## config.mk

```make
export PLATFORM = sky130hd
export DESIGN_NAME = lock_countdown
export DESIGN_NICKNAME = d
export VERILOG_FILES = /design/src/rtl/lock_countdown_pkg.sv /design/src/rtl/lock_countdown_seg_decode.sv /design/src/rtl/lock_countdown.sv
export SDC_FILE = /design/constraint.sdc
export NUM_CORES = 1
export LEC_CHECK = 0
export CAP_MARGIN = 30
export CORE_MARGIN = 8
export CORE_UTILIZATION = 62
export CTS_CLUSTER_SIZE = 25
export DETAILED_ROUTE_END_ITERATION = 7
export PLACE_DENSITY = 0.85
export SLEW_MARGIN = 5
export SYNTH_ARGS = -nofsm -noshare
export SYNTH_HDL_FRONTEND = slang
export SYNTH_HIERARCHICAL = 1
export SYNTH_SLANG_ARGS = --single-unit
```

## constraint.sdc

```tcl
create_clock -name clkI -period 8.4 [get_ports clkI]
set_input_delay 1.68 -clock clkI [delete_from_list [all_inputs] [get_ports clkI]]
set_output_delay 1.68 -clock clkI [all_outputs]
set_load 0.05 [all_outputs]
```

## src/rtl/lock_countdown_pkg.sv

```systemverilog
// Shared display package for lock_countdown: FSM states, BCD helpers and seven-segment table.
package lock_countdown_pkg;

    typedef enum logic [1:0] {
        IDLE   = 2'd0,
        COUNT  = 2'd1,
        EXPIRE = 2'd2
    } state_t;

    localparam logic [7:0] BCD_MAX = 8'h99;

    // Active-high segments packed as {dp, g, f, e, d, c, b, a}; non-decimal codes blank.
    function automatic logic [7:0] seg_pattern(input logic [3:0] digit);
        case (digit)
            4'd0:    return 8'h3F;
            4'd1:    return 8'h06;
            4'd2:    return 8'h5B;
            4'd3:    return 8'h4F;
            4'd4:    return 8'h66;
            4'd5:    return 8'h6D;
            4'd6:    return 8'h7D;
            4'd7:    return 8'h07;
            4'd8:    return 8'h7F;
            4'd9:    return 8'h6F;
            default: return 8'h00;
        endcase
    endfunction

    function automatic logic bcd_valid(input logic [7:0] v);
        return (v[7:4] <= BCD_MAX[7:4]) && (v[3:0] <= BCD_MAX[3:0]);
    endfunction

    function automatic logic [7:0] bcd_dec(input logic [7:0] v);
        if (v[3:0] == 4'd0)
            return {v[7:4] - 4'd1, 4'd9};
        return {v[7:4], v[3:0] - 4'd1};
    endfunction

endpackage

```

## src/rtl/lock_countdown_seg_decode.sv

```systemverilog
// Purely combinational BCD digit to seven-segment pattern converter.
module seg_decode
    import lock_countdown_pkg::*;
(
    input  logic [3:0] i_digit,
    output logic [7:0] o_seg
);

    always_comb begin
        o_seg = seg_pattern(i_digit);
    end

endmodule

```

## src/rtl/lock_countdown.sv

```systemverilog
// Two-digit BCD seconds countdown with seven-segment outputs.
// Optional blink of the last ten seconds: define LOCK_COUNTDOWN_BLINK_EN.
module lock_countdown
    import lock_countdown_pkg::*;
#(
    parameter int unsigned CLK_HZ      = 12_000_000,
    parameter logic [7:0]  DEFAULT_SEC = 8'h60
) (
    input  logic       clkI,
    input  logic       rstnI,
    input  logic       startI,
    input  logic [7:0] secI,
    input  logic       abortI,
    output logic       busyO,
    output logic       doneO,
    output logic [7:0] segO1,
    output logic [7:0] segO2,
    output logic [1:0] segDig
);

    localparam int unsigned    PRE_W   = (CLK_HZ > 1) ? $clog2(CLK_HZ) : 1;
    localparam logic [PRE_W-1:0] PRE_MAX = PRE_W'(CLK_HZ - 1);

    state_t           r_state;
    state_t           w_next_state;
    logic [7:0]       r_val;
    logic [7:0]       w_next_val;
    logic [7:0]       w_load;
    logic [PRE_W-1:0] r_pre;
    logic [PRE_W-1:0] w_next_pre;
    logic [7:0]       w_seg_tens;
    logic [7:0]       w_seg_units;
    logic [1:0]       w_dig;

    assign w_load = bcd_valid(secI) ? secI : DEFAULT_SEC;

    always_comb begin
        w_next_state = r_state;
        w_next_val   = r_val;
        w_next_pre   = r_pre;
        case (r_state)
            IDLE: begin
                if (startI) begin
                    w_next_val   = w_load;
                    w_next_pre   = '0;
                    w_next_state = (w_load == 8'h00) ? EXPIRE : COUNT;
                end
            end
            COUNT: begin
                if (abortI) begin
                    w_next_state = IDLE;
                    w_next_val   = '0;
                    w_next_pre   = '0;
                end else if (startI) begin
                    w_next_val = w_load;
                    w_next_pre = '0;
                end else if (r_pre == PRE_MAX) begin
                    w_next_pre = '0;
                    // A value already at 00 (reload of 00 mid-count) also expires here.
                    if (r_val <= 8'h01) begin
                        w_next_val   = '0;
                        w_next_state = EXPIRE;
                    end else begin
                        w_next_val = bcd_dec(r_val);
                    end
                end else begin
                    w_next_pre = r_pre + 1'b1;
                end
            end
            EXPIRE: begin
                w_next_state = IDLE;
            end
            default: begin
                w_next_state = IDLE;
                w_next_val   = '0;
                w_next_pre   = '0;
            end
        endcase
    end

`ifdef LOCK_COUNTDOWN_BLINK_EN
    localparam logic [PRE_W-1:0] PRE_HALF = PRE_W'(CLK_HZ / 2);
    assign w_dig = ((w_next_val <= 8'h09) && (w_next_pre >= PRE_HALF)) ? 2'b11 : 2'b00;
`else
    assign w_dig = 2'b00;
`endif

    seg_decode u_dec_tens  (.i_digit(w_next_val[7:4]), .o_seg(w_seg_tens));
    seg_decode u_dec_units (.i_digit(w_next_val[3:0]), .o_seg(w_seg_units));

    // Outputs are registered from next-state values so the display tracks the state with no lag.
    always_ff @(posedge clkI or negedge rstnI) begin
        if (!rstnI) begin
            r_state <= IDLE;
            r_val   <= '0;
            r_pre   <= '0;
            busyO   <= 1'b0;
            doneO   <= 1'b0;
            segDig  <= 2'b11;
            segO1   <= seg_pattern(4'd0);
            segO2   <= seg_pattern(4'd0);
        end else begin
            r_state <= w_next_state;
            r_val   <= w_next_val;
            r_pre   <= w_next_pre;
            busyO   <= (w_next_state == COUNT);
            doneO   <= (w_next_state == EXPIRE);
            if (w_next_state == COUNT) begin
                segDig <= w_dig;
                segO1  <= w_seg_tens;
                segO2  <= w_seg_units;
            end else begin
                segDig <= 2'b11;
                segO1  <= seg_pattern(4'd0);
                segO2  <= seg_pattern(4'd0);
            end
        end
    end

endmodule

```

==> results of run 1 <==
power breakdown:
group	switching, mW	internal [mW]	total (mW)	leakage (nW)
sequential	0.0223	0.285	0.307	0.681
combinational	0.168	0.0947	0.263	0.832
clock	0.0844	0.0596	0.144	0.0456
logic make-up (layout without fill, tap and decap cells):
logic type	after synthesis	after routing
DFF	53	53
AOI/OAI and AO/OA	91	91
muxes	3	3
xor gates and xnor gates	14	14
other	2	2
buffers and inverters	42	66
and+or+nand+nor	155	155
adders and majority gates	15	15
area by class of cell:
type | count | area [sq um]
Clock buffer | 6 | 72.57
Clock inverter | 2 | 13.76
Fill cell | 412 | 1401
Inverter | 21 | 78.83
Multi-Input combinational cell | 280 | 1793
Sequential cell | 53 | 1343
Tap cell | 70 | 87.58
Timing Repair Buffer | 37 | 350.3
metrics by stage:
stage / cell area, sq um / util
4_1_cts: 3731 / 0.7259
3_5_place_dp: 3645 / 0.7091
5_1_grt: 3739 / 0.7274
6_report: 3739 / 0.7274
3_3_place_gp: 3637 / 0.7076
2_1_floorplan: 3336 / -
cell usage in the layout, fill, tap and decap left out, types with 2 or more instances in the layout:
master and instances:
inv_1 19, and2_1 3, clkdlybuf4s50_1 30, a21o_2 2, inv_2 2, or4_1 5
or2_2 12, mux2i_1 2, dfrtp_1 40, nand3_1 11, buf_4 5, nor3b_1 3
nand4_1 9, nand2_1 32, nor2_1 45, a22o_1 2, nor4_1 4, conb_1 2
nor2b_1 2, o211ai_1 2, o22ai_1 11, dfstp_2 13, ha_1 15, o21ai_0 20
xnor2_1 7, and3_1 6, xor2_1 7, nor4b_4 2, a31oi_1 13, o31ai_1 4
o41ai_1 2, nand2b_4 2, or4b_1 2, clkbuf_8 5, a21oi_1 19, nand2b_1 5
a21boi_0 2, nor3_1 4
flip-flops by register name (all words and copies together), names as in the netlist:
register and cells:
r_pre 24, r_val 8, segO1 8, segO2 8, r_state 2, busyO 1, doneO 1, segDig 1
layer usage:
metal / track usage / vias to the layer above / routed length [microns]
li1: - / 1372 / -
met1: 0.2433 / 1395 / 3279
met2: 0.3697 / 89 / 4055
met3: 0.03401 / 25 / 335
met4: 0.1088 / 0 / 287
met5: 0 / - / 0
worst max-delay path: stages:
cell	delay, ns
clkdlybuf4s50_1	0.90
nor2b_1	0.58
nor2_1	0.07
o21ai_0	0.14
o21ai_0	0.11
a21oi_1	0.55
inv_2	0.14
ha_1	0.32
inv_1	0.06
o22ai_1	0.06
or2_2	0.34
worst max path at each step:
stage	end	slack, ns	cells after the start
6_report	segO2[3]	3.66	11
5_1_grt	segO2[3]	3.37	11
4_1_cts	segO2[5]	3.73	11
3_5_place_dp	segO2[3]	3.38	11
3_3_place_gp	segO1[5]	3.50	10
2_1_floorplan	segO2[5]	4.54	12
==> impl_metrics.env, run 1 <==
export IMPL_status="completed"
export IMPL_drc=0
export IMPL_totalWireLength_mm=7.957
export IMPL_synth_cells=375
export IMPL_grt_use_total=0.2116
export IMPL_synthXorXnorAreaFrac=0.03676
export IMPL_maxCapViolCount=0
export IMPL_synth_mux_area_frac=0.009377
export IMPL_fin_cells=469
export IMPL_worstHoldPathCells=1
export IMPL_num_vias=2881
export IMPL_cts_resized=0
export IMPL_die_x_microns=89.35
export IMPL_r2r_start="r_state[0]"
export IMPL_max_slew_margin_rel=0.3228
export IMPL_final_nets=425
export IMPL_critPathLaunch="startI"
export IMPL_path_max_fanout=19
export IMPL_grt_max_degree=54
export IMPL_maxSlewViolCount=0
export IMPL_yosysTopAreaCellShare=0.3001
export IMPL_gp_congestion=1.000
export IMPL_clockBufferDepth=2
export IMPL_chipHeight_microns=89.35
export IMPL_cts_tree="done"
export IMPL_synthAdderAreaFrac=0.05626
export IMPL_required_ns=8.63
export IMPL_async_flop_share=1.000
export IMPL_min_period_ns=4.736
export IMPL_fin_ws_ns=3.664
export IMPL_final_layout_size_suffix_gt1_frac=0.1353
export IMPL_syn_nets=402
export IMPL_io_pins=32
export IMPL_hold_path_end="r_pre[21]"
export IMPL_drtIter0Drc=276
export IMPL_hold_buffers=0
export IMPL_worst_clock_skew_ns=0.007255
export IMPL_yosysTopAreaCell="dfrtp_1"
export IMPL_yosys_top_cells_area="dfrtp_1 30%, dfstp_2 10%, ha_1 5.6%"
export IMPL_rsz0062_at_grt="false"
export IMPL_gr_total_overflow=0
export IMPL_path_clk_slew_ns=0.09
export IMPL_grt_pass1_vias=2847
export IMPL_reg2reg_slack_ns=4.99
export IMPL_place_inst=460
export IMPL_finalSetupViolCount=0
export IMPL_synth_common_cells="45 x nor2_1, 40 x dfrtp_1, 32 x nand2_1"
export IMPL_pre_cts_ws_ns=3.380
export IMPL_antenna_found_initial=0
export IMPL_dp_hpwl_mm=5.820
export IMPL_start_util=0.6490
export IMPL_port_buffer_count=31
export IMPL_post_cts_setup_buffers=0
export IMPL_ys_warn_count=6
export IMPL_cp_arrival_ns=4.97
export IMPL_critPathKind="input port to flip-flop"
export IMPL_peakVddDrop_v=0.0001524
export IMPL_fin_crit_sh=0.5638
export IMPL_ys_flop_type="dfrtp_1"
export IMPL_insertedDiodeCount=0
export IMPL_design_power_total_uw=714.3
export IMPL_dieArea_sq_um=7983
export IMPL_min_delay_path_class="flip-flop to flip-flop"
export IMPL_ys_types=62
export IMPL_yosysSeqAreaShare=0.4025
export IMPL_area_growth_pct=12.08
export IMPL_holdCritStartpoint="r_pre[21]"
export IMPL_reg2reg_depth=8
export IMPL_synth_compound_area_frac=0.1725
export IMPL_core_sq_um=5140
export IMPL_num_rows=26
export IMPL_tns_ns=0
export IMPL_clock_latency_ns=0.30
export IMPL_holdWs_ns=0.4946
export IMPL_synth_area_sq_um=3336
export IMPL_synth_top_family_by_area="simple AND/OR/NAND/NOR gates"
export IMPL_clockRootBuffer="clkbuf_8"
export IMPL_htree_levels=2
export IMPL_p_leak_nw=1.559
export IMPL_max_freq_mhz=211.2
export IMPL_synth_simple_area_share=0.2581
export IMPL_cts_made_buffers=5
export IMPL_drt_pass1_iter_count=5
export IMPL_numClockSinks=53
export IMPL_timing_final_hold_violations=0
export IMPL_antenna_left=0
export IMPL_power_density_nw_per_um2=191.1
export IMPL_ys_ff_latch=53
export IMPL_critical_path_startpoint_type="input port"
export IMPL_synth_area_per_cell_sq_um=8.895
export IMPL_viasPerCell=6.143
export IMPL_endpoint_kind="flip-flop"
export IMPL_drt_wirelength_per_cell_microns=16.97
export IMPL_r2r_end="segO2[2]"
export IMPL_grt_pass1_wl_mm=13.24
export IMPL_yosysMostFrequentCell="nor2_1"
export IMPL_tightest_slew_ns=1.005
export IMPL_synth_edff_count=0
Power figures use the tool's default switching activity.
==> run 2: changes to the inputs <==
- CORE_UTILIZATION: 62 -> 58
- PLACE_DENSITY: 0.85 -> 0.81
- clock period: 8.4 -> 4.7 ns (I/O delays scaled with it)
==> impl_metrics.env, run 2 (synthesis gave the netlist of run 1 again) <==
export IMPL_antenna_found_initial=0
export IMPL_hold_buffers=0
export IMPL_status="completed"
export IMPL_crit_buf_inv=2
export IMPL_holdWs_ns=0.5049
export IMPL_clockRootBuffer="clkbuf_8"
export IMPL_required_ns=4.94
export IMPL_r2r_start="r_pre[10]"
export IMPL_cts_tree="done"
export IMPL_cp_top_family="compound AO/OA/AOI/OAI gates"
export IMPL_drt_wirelength_per_cell_microns=17.33
export IMPL_antenna_left=0
export IMPL_num_rows=27
export IMPL_dieArea_sq_um=8434
export IMPL_maxSlewViolCount=0
export IMPL_start_util=0.6021
export IMPL_utilization=0.6807
export IMPL_min_period_ns=3.573
export IMPL_drc=0
export IMPL_dp_hpwl_mm=5.840
export IMPL_area_growth_pct=13.05
export IMPL_cp_arrival_ns=3.81
export IMPL_fin_crit_sh=0.7603
export IMPL_reg2reg_depth=10
export IMPL_combPwrFrac=0.371
export IMPL_path_clk_slew_ns=0.10
export IMPL_post_cts_setup_buffers=0
export IMPL_num_vias=2885
export IMPL_path_cells="clkdlybuf4s50_1 > nand2b_1 > a21oi_1 > o22ai_1 > a22oi_1 > inv_2 > ha_1 > mux2i_1 > o22ai_1 > or2_2"
export IMPL_tns_ns=0
export IMPL_drtIter0Drc=171
export IMPL_power_density_nw_per_um2=341.1
export IMPL_gp_congestion=0.9119
export IMPL_core_sq_um=5540
export IMPL_final_cell_mix="45 x nor2_1, 40 x dfrtp_1, 32 x nand2_1"
export IMPL_rsz0062_at_grt="false"
export IMPL_timing_final_hold_violations=0
export IMPL_gr_total_overflow=0
export IMPL_holdCritStartpoint="r_pre[21]"
export IMPL_htree_levels=2
export IMPL_grt_pass1_wl_mm=14.22
export IMPL_min_delay_path_class="flip-flop to flip-flop"
export IMPL_numClockSinks=53
export IMPL_seqPwrFrac=0.426
export IMPL_p_int_uw=789.6
export IMPL_insertedDiodeCount=0
export IMPL_die_x_microns=91.84
export IMPL_max_freq_mhz=279.9
export IMPL_grt_pass1_vias=2965
export IMPL_post_dp_cell_area_sq_um=3685
export IMPL_n_fill_cell=475
export IMPL_finalSetupViolCount=0
export IMPL_mostFrequentLayoutCell="nor2_1"
export IMPL_grt_use_total=0.2020
export IMPL_chipHeight_microns=91.84
export IMPL_clock_latency_ns=0.31
export IMPL_path_max_fanout=9
export IMPL_tightest_slew_ns=0.7628
export IMPL_totalWireLength_mm=8.232
export IMPL_hold_path_end="r_pre[21]"
export IMPL_p_clk_frac=0.202
export IMPL_fin_ws_ns=1.127
export IMPL_endpoint_kind="flip-flop"
export IMPL_final_nets=429
export IMPL_maxCapViolCount=0
export IMPL_reg2reg_slack_ns=1.19
export IMPL_critPathKind="input port to flip-flop"
export IMPL_viasPerCell=6.074
export IMPL_p_leak_nw=1.579
export IMPL_grt_max_degree=54
export IMPL_peakVddDrop_v=0.0002948
export IMPL_worstHoldPathCells=1
export IMPL_netSwitchingPower_uw=496.6
export IMPL_worst_clock_skew_ns=0.004984
export IMPL_cts_made_buffers=5
export IMPL_regMostFlops="r_pre"
export IMPL_r2r_end="segO1[5]"
export IMPL_final_layout_size_suffix_gt1_frac=0.1439
export IMPL_sw_frac_of_total=0.3861
export IMPL_path_common_cell="o22ai_1"
export IMPL_cts_resized=0
export IMPL_max_slew_margin_rel=0.4868
export IMPL_critPathSlowestCell="clkdlybuf4s50_1"
export IMPL_largest_reg_flops=24
export IMPL_fin_area_sq_um=3771
export IMPL_clockBufferDepth=2
export IMPL_drt_pass1_iter_count=5
export IMPL_max_stage_delay_ns=0.62
export IMPL_port_buffer_count=31
export IMPL_pre_cts_ws_ns=0.9523
export IMPL_io_pins=32
export IMPL_critical_path_startpoint_type="input port"
## run 2: changes by cell type in the layout (fill, tap and decap cells not counted)
cell / delta
buf_4: +5
clkbuf_4: -1
## run 2: through the flow
| stage | std cells | total power [mW] |
|---|---|---|
| after global placement | 466 | 1.015 |
| after floorplan | 375 | 0.8912 |
| after detailed placement | 467 | 1.029 |
| after global routing | 475 | 1.354 |
| after CTS | 475 | 1.288 |
| final | 475 | 1.286 |
## run 2: how the worst max path moves through the flow
| stage | startpoint | end | slack [ns] | cells after the start |
|---|---|---|---|---|
| floorplan | startI | segO2[5] | 1.58 | 12 |
| global placement | startI | segO1[5] | 1.01 | 10 |
| detailed placement | startI | segO1[5] | 0.95 | 10 |
| CTS | startI | segO1[5] | 1.18 | 10 |
| global route | startI | segO1[5] | 0.89 | 10 |
| finish | startI | segO1[5] | 1.13 | 10 |
## run 2: worst reg2reg max path, cell delays in order (launching register included)
cell and delay [ns]:
dfrtp_1 0.45, or4b_4 0.57, nor3_4 0.32, and2_2 0.32
a31oi_1 0.10, a22oi_1 0.67, inv_2 0.17, ha_1 0.26
mux2i_1 0.17, o22ai_1 0.11, or2_2 0.30
## run 2: cell type report
class / instances / area [sq um] / share of cell area
flip-flops and latches: 53 / 1343 / 0.3560
clock buffers: 6 / 72.57 / 0.01924
multi-input cells: 280 / 1793 / 0.4754
repair buffers: 41 / 380.4 / 0.1009
inverters: 21 / 78.83 / 0.02090
clock inverters: 2 / 13.76 / 0.003650
well taps: 72 / 90.09 / 0.02389
## run 2: power by group through the flow
stage / clock network (mW) / logic [mW] / registers, mW
detailed placement: 0 / 0.473 / 0.556
global route: 0.281 / 0.519 / 0.553
CTS: 0.263 / 0.477 / 0.548
floorplan: 0 / 0.255 / 0.636
finish: 0.260 / 0.477 / 0.548
global placement: 0 / 0.461 / 0.554
## run 2: routing by layer
metal | GRT usage | part of all wire | vias up
met3 | 0.04482 | 0.061 | 19
li1 | - | - | 1380
met4 | 0.07114 | 0.021 | 0
met2 | 0.3523 | 0.52 | 105
met1 | 0.2388 | 0.40 | 1381
met5 | 0 | 0 | -
